File: config.mk
export PLATFORM = sky130hd
export DESIGN_NAME = fetch_unit
export DESIGN_NICKNAME = d
export VERILOG_FILES = /design/src/rtl/fetch_unit.sv
export SDC_FILE = /design/constraint.sdc
export NUM_CORES = 1
export LEC_CHECK = 0
export CAP_MARGIN = 20
export CORE_MARGIN = 4
export CORE_UTILIZATION = 40
export DETAILED_ROUTE_END_ITERATION = 12
export PLACE_DENSITY = 0.73
export SKIP_CTS_REPAIR_TIMING = 1
export SLEW_MARGIN = 20
export SYNTH_ARGS = -nofsm -noshare
export SYNTH_HDL_FRONTEND = slang
export SYNTH_SLANG_ARGS = --single-unit
File: constraint.sdc
create_clock -name clk -period 2.2 [get_ports clk]
set_input_delay 0.44 -clock clk [delete_from_list [all_inputs] [get_ports clk]]
set_output_delay 0.44 -clock clk [all_outputs]
set_load 0.02 [all_outputs]
File: src/rtl/fetch_unit.sv
// SLC-3 instruction fetch engine: PC/MAR/MDR/IR sequencing against latency-configurable memory.
// Optional breakpoint support is enabled with `define FETCH_BREAKPOINT_EN.
module fetch_unit #(
    parameter int unsigned DATA_WIDTH  = 16,
    parameter int unsigned ADDR_WIDTH  = 16,
    parameter int unsigned MEM_LATENCY = 1,
    parameter int unsigned RESET_PC    = 0
) (
    input  logic                  clk,
    input  logic                  reset,
    input  logic                  run_i,
    input  logic                  continue_i,
    input  logic                  pause_i,
    input  logic                  redirect_valid_i,
    input  logic [ADDR_WIDTH-1:0] redirect_pc_i,
    output logic                  ir_valid_o,
    input  logic                  ir_ready_i,
    output logic [DATA_WIDTH-1:0] ir_o,
    output logic [ADDR_WIDTH-1:0] ir_pc_o,
    output logic [ADDR_WIDTH-1:0] pc_o,
    output logic [ADDR_WIDTH-1:0] mem_addr,
    output logic                  mem_mem_ena,
    input  logic [DATA_WIDTH-1:0] mem_rdata,
    output logic [2:0]            state_o,
    output logic [15:0]           hex_display_debug
`ifdef FETCH_BREAKPOINT_EN
    ,
    input  logic                  bp_en_i,
    input  logic [ADDR_WIDTH-1:0] bp_addr_i,
    output logic                  bp_hit_o
`endif
);

    localparam int unsigned CNT_W = 4;
    localparam logic [CNT_W-1:0] LAT_LAST = CNT_W'(MEM_LATENCY - 1);

    typedef enum logic [2:0] {
        HALTED = 3'd0,
        S_MAR  = 3'd1,
        S_MEM  = 3'd2,
        S_MDR  = 3'd3,
        S_IR   = 3'd4,
        PAUSED = 3'd5
    } state_t;

    state_t                  state_q;
    state_t                  state_d;
    logic [CNT_W-1:0]        lat_cnt_q;
    logic [DATA_WIDTH-1:0]   mdr_q;
    logic                    cont_q;
    logic                    handshake_c;
    logic                    cont_rise_c;
    logic                    bp_take_c;

    assign handshake_c = (state_q == S_IR) && ir_valid_o && ir_ready_i;
    assign cont_rise_c = continue_i && !cont_q;

`ifdef FETCH_BREAKPOINT_EN
    // Skip flag lets the resumed fetch at the breakpoint address go through once.
    logic bp_skip_q;
    assign bp_take_c = (state_q == S_MAR) && bp_en_i && (pc_o == bp_addr_i) && !bp_skip_q;

    always_ff @(posedge clk) begin
        if (!reset) begin
            bp_skip_q <= 1'b0;
            bp_hit_o  <= 1'b0;
        end else begin
            bp_hit_o <= bp_take_c;
            if (bp_take_c) begin
                bp_skip_q <= 1'b1;
            end else if (state_q == S_MAR) begin
                bp_skip_q <= 1'b0;
            end
        end
    end
`else
    assign bp_take_c = 1'b0;
`endif

    // Next-state logic.
    always_comb begin
        state_d = state_q;
        case (state_q)
            HALTED:  if (run_i) state_d = S_MAR;
            S_MAR:   state_d = bp_take_c ? PAUSED : S_MEM;
            S_MEM:   if (lat_cnt_q == LAT_LAST) state_d = S_MDR;
            S_MDR:   state_d = S_IR;
            S_IR:    if (handshake_c) state_d = pause_i ? PAUSED : S_MAR;
            PAUSED:  if (cont_rise_c) state_d = S_MAR;
            default: state_d = HALTED;
        endcase
    end

    // State register and fetch datapath.
    always_ff @(posedge clk) begin
        if (!reset) begin
            state_q     <= HALTED;
            lat_cnt_q   <= '0;
            mdr_q       <= '0;
            cont_q      <= 1'b0;
            pc_o        <= ADDR_WIDTH'(RESET_PC);
            mem_addr    <= '0;
            ir_pc_o     <= '0;
            ir_o        <= '0;
            ir_valid_o  <= 1'b0;
            mem_mem_ena <= 1'b0;
        end else begin
            state_q     <= state_d;
            cont_q      <= continue_i;
            mem_mem_ena <= (state_d == S_MEM);
            case (state_q)
                S_MAR: begin
                    if (!bp_take_c) begin
                        mem_addr <= pc_o;
                        ir_pc_o  <= pc_o;
                        pc_o     <= pc_o + ADDR_WIDTH'(1);
                    end
                end
                S_MEM: begin
                    lat_cnt_q <= (lat_cnt_q == LAT_LAST) ? '0 : lat_cnt_q + CNT_W'(1);
                end
                S_MDR: mdr_q <= mem_rdata;
                S_IR: begin
                    // First S_IR cycle loads IR; later cycles wait for decode to accept it.
                    if (!ir_valid_o) begin
                        ir_o       <= mdr_q;
                        ir_valid_o <= 1'b1;
                    end else if (ir_ready_i) begin
                        ir_valid_o <= 1'b0;
                        if (redirect_valid_i) pc_o <= redirect_pc_i;
                    end
                end
                default: ;
            endcase
        end
    end

    assign state_o           = state_q;
    assign hex_display_debug = 16'(ir_o);

endmodule

==> key figures, run 1 <==
Timing
  – Setup-failing EPs final: 0
  – Achievable Freq: 496 MHz
  – Setup TNS: 0 ns
  – RSZ-0062 raised after global routing: false
  – Final worst setup slack: 0.185 ns
  – Final Hold Viols: 0
  – Worst clock skew: 0.0132 ns
  – Min Tclk post-route: 2.02 ns
  – Slew Limit Fails: 0
  – Max-slew headroom: 52.3%
  – Final period util: 91.6%
  – Worst slew pin tran: 0.716 ns

Power and ir drop
  – Clock power share: 38.4%
  – P_leak: 0.00155 uW
  – Int Power: 2020 uW
  – Sequential Power Share: 51.5%
  – Switching power: 676 uW
  – Logic gate share of total power: 10.1%
  – Worst vdd ir: 0.376 mV
  – Sw Ratio: 25.1%
  – PD cells: 577 nW/um^2

Clock network
  – H-Tree Depth: 3
  – Clock sink total: 74
  – CTS Buffer Depth: 2
  – Root Buffer: clkbuf_8
  – Worst-path clk slew: 0.08 ns
  – Num CTS Buffers: 9
  – CTS tree: yes
  – Clk_lat worst skew: 0.34 ns

Floorplanning
  – Initial core utilization: 41.2%
  – Site row count: 33
  – Io pins: 124
  – Die W: 100 um
  – Die ar.: 10000 um^2
  – Die H: 100 um
  – Core area: 8260 um^2

Outcome
  – Outcome: finished clean

Yosys
  – Post-synth top cells: 122 x nand2_1, 74 x dfxtp_1, 49 x a21oi_1
  – Yosys top cell area share: 43.6%
  – FF+latch count, synth: 74
  – EDFF count, synth: 0
  – Top cells by area, synth: dfxtp_1 44%, nand2_1 13%, buf_4 7.9%
  – Syn Area/Cell: 7.91 um^2
  – Post-Syn Nets: 472
  – Sequential share of the synthesized area: 43.6%
  – Top FF cell, synth: dfxtp_1
  – Post-Syn Area: 3400 um^2
  – Ys async rst share: 0%
  – Synth cell types: 49
  – Top-count cell post-synth: nand2_1
  – Mapped Cells: 430
  – Total number of yosys warnings: 0
  – Largest area contributor in the netlist: dfxtp_1

Worst hold path
  – Min-delay worst type: reg2reg
  – Hold_sp: mdr_q[15]$_SDFFE_PN0P_
  – Hold Crit Endpoint: hex_display_debug[15]$_SDFFE_PN0P_
  – WHS Path Cells: 2

Critical path
  – CP cell instances: clkdlybuf4s50_1
  – Crit Path Max Fanout: 12
  – Reg2reg start: pc_o[0]$_SDFFE_PN0P_
  – Worst path arrival time: 1.58 ns
  – R2R depth: 6
  – Worst path bufs/invs: 1
  – Crit path capture type: primary output
  – Worst Setup SP: state_o[0]$_SDFF_PN0_
  – FF-to-FF End: pc_o[14]$_SDFFE_PN0P_
  – Top delay family on crit path: buffers and inverters
  – Crit-path slowest cell: clkdlybuf4s50_1
  – WS Path Type: reg2out
  – R2R setup slack: 0.35 ns
  – CP required: 1.76 ns
  – Startpoint Class: flip-flop
  – Worst path max stage delay: 0.68 ns

Global route
  – Largest net degree at the start of global routing: 32
  – First-pass GRT wire length: 14400 um
  – GRT met1 Usage: 24.0%
  – Total grt overflow: 0
  – Busiest grt layer: met2
  – GRT Total Usage: 17.7%
  – Met3 usage: 3.75%
  – Met2 Use GR: 28.3%
  – Vias in the first global route: 2897
  – Initial antenna violation count: 0

Placed design
  – Post-place setup slack: 0.111 ns
  – IO buf count: 123
  – Final HPWL from detailed placement: 6640 um
  – Final GP Congestion: 0.914
  – Post-placement cell area: 4480 um^2

Flow run
  – Max Cap Violations: 0

Route
  – TritonRoute pass-1 iters: 5
  – Vias post-DR: 3196
  – Drt drc: 0
  – Antenna Nets Post-Route: 0
  – Drt via density: 5.10
  – Drt wl/cell: 14.6 um
  – DR iter-0 viols: 122
  – Detailed Route WL: 9150 um

Cells and area
  – Area grow syn2layout: 37.3%
  – Ant diodes: 0
  – Layout cell share with drive strength beyond 1: 6.32%
  – Nets: 559
  – Design Area, Final: 4670 um^2
sequential cells by signal, indices dropped and copies added (netlist names):
name / cells
pc_o: 16
mdr_q: 16
mem_addr: 16
state_o: 3
lat_cnt_q: 4
ir_valid_o: 1
cont_q: 1
hex_display_debug: 16
mem_mem_ena: 1
power groups by stage:
stage / clock (uW) / sequential [uW] / combinational (uW)
global route: 1120 / 1390 / 297
detailed placement: 0 / 1420 / 273
finish: 1030 / 1390 / 272
floorplan: 0 / 1420 / 131
CTS: 1060 / 1390 / 274
global placement: 0 / 1420 / 270
logic make-up after synthesis:
family / Yosys count / share of synthesized area [%]
xor+xnor: 1 / 0.258
buf+inv: 61 / 11.0
flops: 74 / 43.6
compound gates: 109 / 20.2
simple gates: 181 / 23.6
mux: 1 / 0.294
fa+ha+maj: 3 / 1.10
metrics by stage:
step / hold slack, ns / power [uW] / utilization [%] / instances
2_1_floorplan: 0.431 / 1550 / - / 430
3_3_place_gp: 0.436 / 1690 / 54.2 / 611
3_5_place_dp: 0.442 / 1690 / 54.2 / 611
4_1_cts: 0.457 / 2720 / 56.5 / 627
5_1_grt: 0.479 / 2800 / 56.5 / 627
6_report: 0.453 / 2690 / 56.5 / 627
area by class of cell:
cell class,instances,area [um^2]
clock buffer,10,128
clock inverter,6,65.1
fill,763,3590
inverter,5,18.8
multi-input combinational,295,1550
sequential,74,1480
tap,105,131
timing repair buffer,132,1300
routing by layer:
metal	share of wire, %	vias up
met3	5.7	6
met1	45	1498
met2	49	91
li1	-	1601
met4	0.74	0
met5	0	-
how the worst max path moves through the flow:
stage	slack (ns)	to	depth (start not counted)
after global routing	0.1	state_o[0]	1
final	0.18	state_o[0]	1
after detailed placement	0.11	pc_o[9]$_SDFFE_PN0P_	6
after global placement	0.15	pc_o[0]$_SDFFE_PN0P_	6
after CTS	0.16	state_o[0]	1
after floorplan	0.56	pc_o[14]$_SDFFE_PN0P_	6
layout by cell type, fill, tap and decap left out, types with 5 or more instances in the layout:
master	instances
clkdlybuf4s50_1	123
clkbuf_8	9
o21ai_1	6
inv_1	5
nand2b_1	6
a31oi_1	6
buf_4	9
a21oi_1	49
a21boi_0	16
nand3_1	5
nand2_1	122
dfxtp_1	74
nor2_1	17
Note: power is estimated with default switching activity, not from simulation.
==> inputs of run 2 (changes only) <==
==> constraint.sdc (replaced) <==
create_clock -name clk -period 2.1 [get_ports clk]
set_input_delay 0.42 -clock clk [delete_from_list [all_inputs] [get_ports clk]]
set_output_delay 0.42 -clock clk [all_outputs]
set_load 0.02 [all_outputs]
==> run 2 against run 1 <==
Against the previous run:
- sequential power increased by 4%
- largest cell class unchanged
- final cell count grew 0.32%
- critical path type unchanged
- first-iteration DRC count grew 46%
- worst setup slack got worse by 0.12 ns
- clock-buffer cell count did not move
- worst hold slack improved by 0.0016 ns
- combinational power grew 6%
- register-to-register slack got worse by 0.08 ns
- clock skew shrank 0.0029 ns
- critical endpoint unchanged
- total power rose by 7.3%
- core utilization rose by 0.42 points
- die area did not move
==> key figures, run 2 (synthesis results as in run 1) <==
Global route
  – GRT Total Usage: 18.2% (+0.49 points)
  – GRT met1 Usage: 23.5% (-0.57 points)
  – First-pass GRT wire length: 14800 um (+2.8%)
  – Total grt overflow: 0 (unchanged)
  – Busiest grt layer: met2
  – Initial antenna violation count: 0 (unchanged)
  – Largest net degree at the start of global routing: 32 (unchanged)
  – Vias in the first global route: 3011 (+3.9%)
  – Met2 Use GR: 30.3% (+2.0 points)
  – Met3 usage: 4.10% (+0.35 points)

Clock network
  – CTS Buffer Depth: 2 (unchanged)
  – Clock sink total: 74 (unchanged)
  – Clk_lat worst skew: 0.35 ns (about the same)
  – Worst-path clk slew: 0.08 ns (about the same)
  – H-Tree Depth: 3 (unchanged)
  – Num CTS Buffers: 9 (unchanged)
  – Root Buffer: clkbuf_8
  – CTS tree: yes

Floorplanning
  – Core area: 8260 um^2 (unchanged)
  – Io pins: 124 (unchanged)
  – Die W: 100 um (unchanged)
  – Die ar.: 10000 um^2 (unchanged)
  – Die H: 100 um (unchanged)
  – Site row count: 33 (unchanged)
  – Initial core utilization: 41.2% (unchanged)

Cells and area
  – Area grow syn2layout: 38.3%
  – Design Area, Final: 4700 um^2 (+0.75%)
  – Finished Layout Cells: 629 (+0.32%)
  – Commonest non-fill, non-tap cells in the layout: 123 x clkdlybuf4s50_1, 122 x nand2_1, 74 x dfxtp_1
  – Commonest non-fill, non-tap cell in the layout: clkdlybuf4s50_1
  – Layout cell share with drive strength beyond 1: 6.87% (+0.55 points)
  – Nets: 561 (+0.36%)
  – Ant diodes: 0 (unchanged)

Timing
  – Setup TNS: 0 ns (unchanged)
  – Min Tclk post-route: 2.03 ns
  – Slew Limit Fails: 0 (unchanged)
  – Final period util: 96.8%
  – Worst slew pin tran: 0.679 ns (-0.0371 ns)
  – Final Hold Viols: 0 (unchanged)
  – Worst clock skew: 0.0103 ns (-0.00289 ns)
  – Achievable Freq: 492 MHz
  – Setup-failing EPs final: 0 (unchanged)
  – RSZ-0062 raised after global routing: false
  – Final worst setup slack: 0.0675 ns (-0.117 ns)
  – Max-slew headroom: 54.8% (+2.5 points)

Route
  – Detailed Route WL: 9160 um (+0.14%)
  – DR iter-0 viols: 178 (+46%)
  – Drt wl/cell: 14.6 um (-0.18%)
  – Drt drc: 0 (unchanged)
  – Antenna Nets Post-Route: 0 (unchanged)
  – Vias post-DR: 3171 (-0.78%)
  – TritonRoute pass-1 iters: 4 (-1)
  – Drt via density: 5.04 (-1.1%)

Outcome
  – Outcome: finished clean

Worst hold path
  – Hold_sp: mdr_q[2]$_SDFFE_PN0P_
  – Min-delay worst type: reg2reg
  – WHS Path Cells: 2 (unchanged)
  – Hold Crit Endpoint: hex_display_debug[2]$_SDFFE_PN0P_

Critical path
  – Worst path max stage delay: 0.69 ns (about the same)
  – Worst path bufs/invs: 1 (unchanged)
  – FF-to-FF End: pc_o[12]$_SDFFE_PN0P_
  – WS Path Type: reg2out
  – Top delay family on crit path: buffers and inverters
  – Startpoint Class: flip-flop
  – Crit path capture type: primary output
  – R2R setup slack: 0.27 ns (-0.08 ns)
  – CP cell instances: clkdlybuf4s50_1
  – CP required: 1.68 ns (-0.08 ns)
  – Reg2reg start: pc_o[0]$_SDFFE_PN0P_
  – R2R depth: 6 (unchanged)
  – Crit-path slowest cell: clkdlybuf4s50_1
  – Crit Path Max Fanout: 12 (unchanged)
  – Worst path arrival time: 1.61 ns (+0.03 ns)

Placed design
  – Placed cells: 613 (+0.33%)
  – Post-place setup slack: 0.0379 ns (-0.0734 ns)
  – Final GP Congestion: 0.882 (-3.5%)
  – IO buf count: 123 (unchanged)
  – Final HPWL from detailed placement: 6830 um (+2.9%)
  – Post-placement cell area: 4490 um^2 (+0.34%)

Flow run
  – Max Cap Violations: 0 (unchanged)

Power and ir drop
  – PD cells: 614 nW/um^2 (+6.5%)
  – P_leak: 0.00157 uW (+1.1%)
  – Worst vdd ir: 0.380 mV (+0.97%)
## run 2: per-stage QoR
step                power [uW]  hold WS, ns  util, %
floorplan                 1630        0.431        -
global placement          1770        0.436     54.4
detailed placement        1770        0.444     54.4
global route              3010        0.476     57.0
CTS                       2910        0.453     57.0
finish                    2890        0.454     57.0
## run 2: area by class of cell
type,count,area (um^2)
repair buffers,134,1310
multi-input cells,295,1550
fillers,771,3550
clock buffers,10,138
inverters,5,18.8
flip-flops and latches,74,1480
clock inverters,6,75.1
well taps,105,131
## run 2: worst max-delay path by stage
stage	from	endpoint	slack, ns	depth (start not counted)
after global placement	ir_ready_i	pc_o[0]$_SDFFE_PN0P_	0.08	6
after global routing	state_o[0]$_SDFF_PN0_	state_o[0]	0.01	1
after CTS	state_o[0]$_SDFF_PN0_	state_o[0]	0.07	1
after floorplan	pc_o[0]$_SDFFE_PN0P_	pc_o[14]$_SDFFE_PN0P_	0.46	6
after detailed placement	ir_ready_i	pc_o[0]$_SDFFE_PN0P_	0.04	6
final	state_o[0]$_SDFF_PN0_	state_o[0]	0.07	1
## run 2: report_power, final
| part | total, uW | switching (uW) | leakage, uW | internal, uW |
|---|---|---|---|---|
| Combinational | 289 | 149 | 0.000864 | 140 |
| Sequential | 1450 | 29.9 | 0.000597 | 1420 |
| Clock | 1150 | 552 | 0.000105 | 595 |
| Total | 2890 | 731 | 0.00157 | 2160 |
## run 2: per-layer routing
layer | routed length, um | part of all wire (%)
met4 | 131 | 1.4
met1 | 3980 | 43
met2 | 4430 | 48
met3 | 616 | 6.7
met5 | 0 | 0
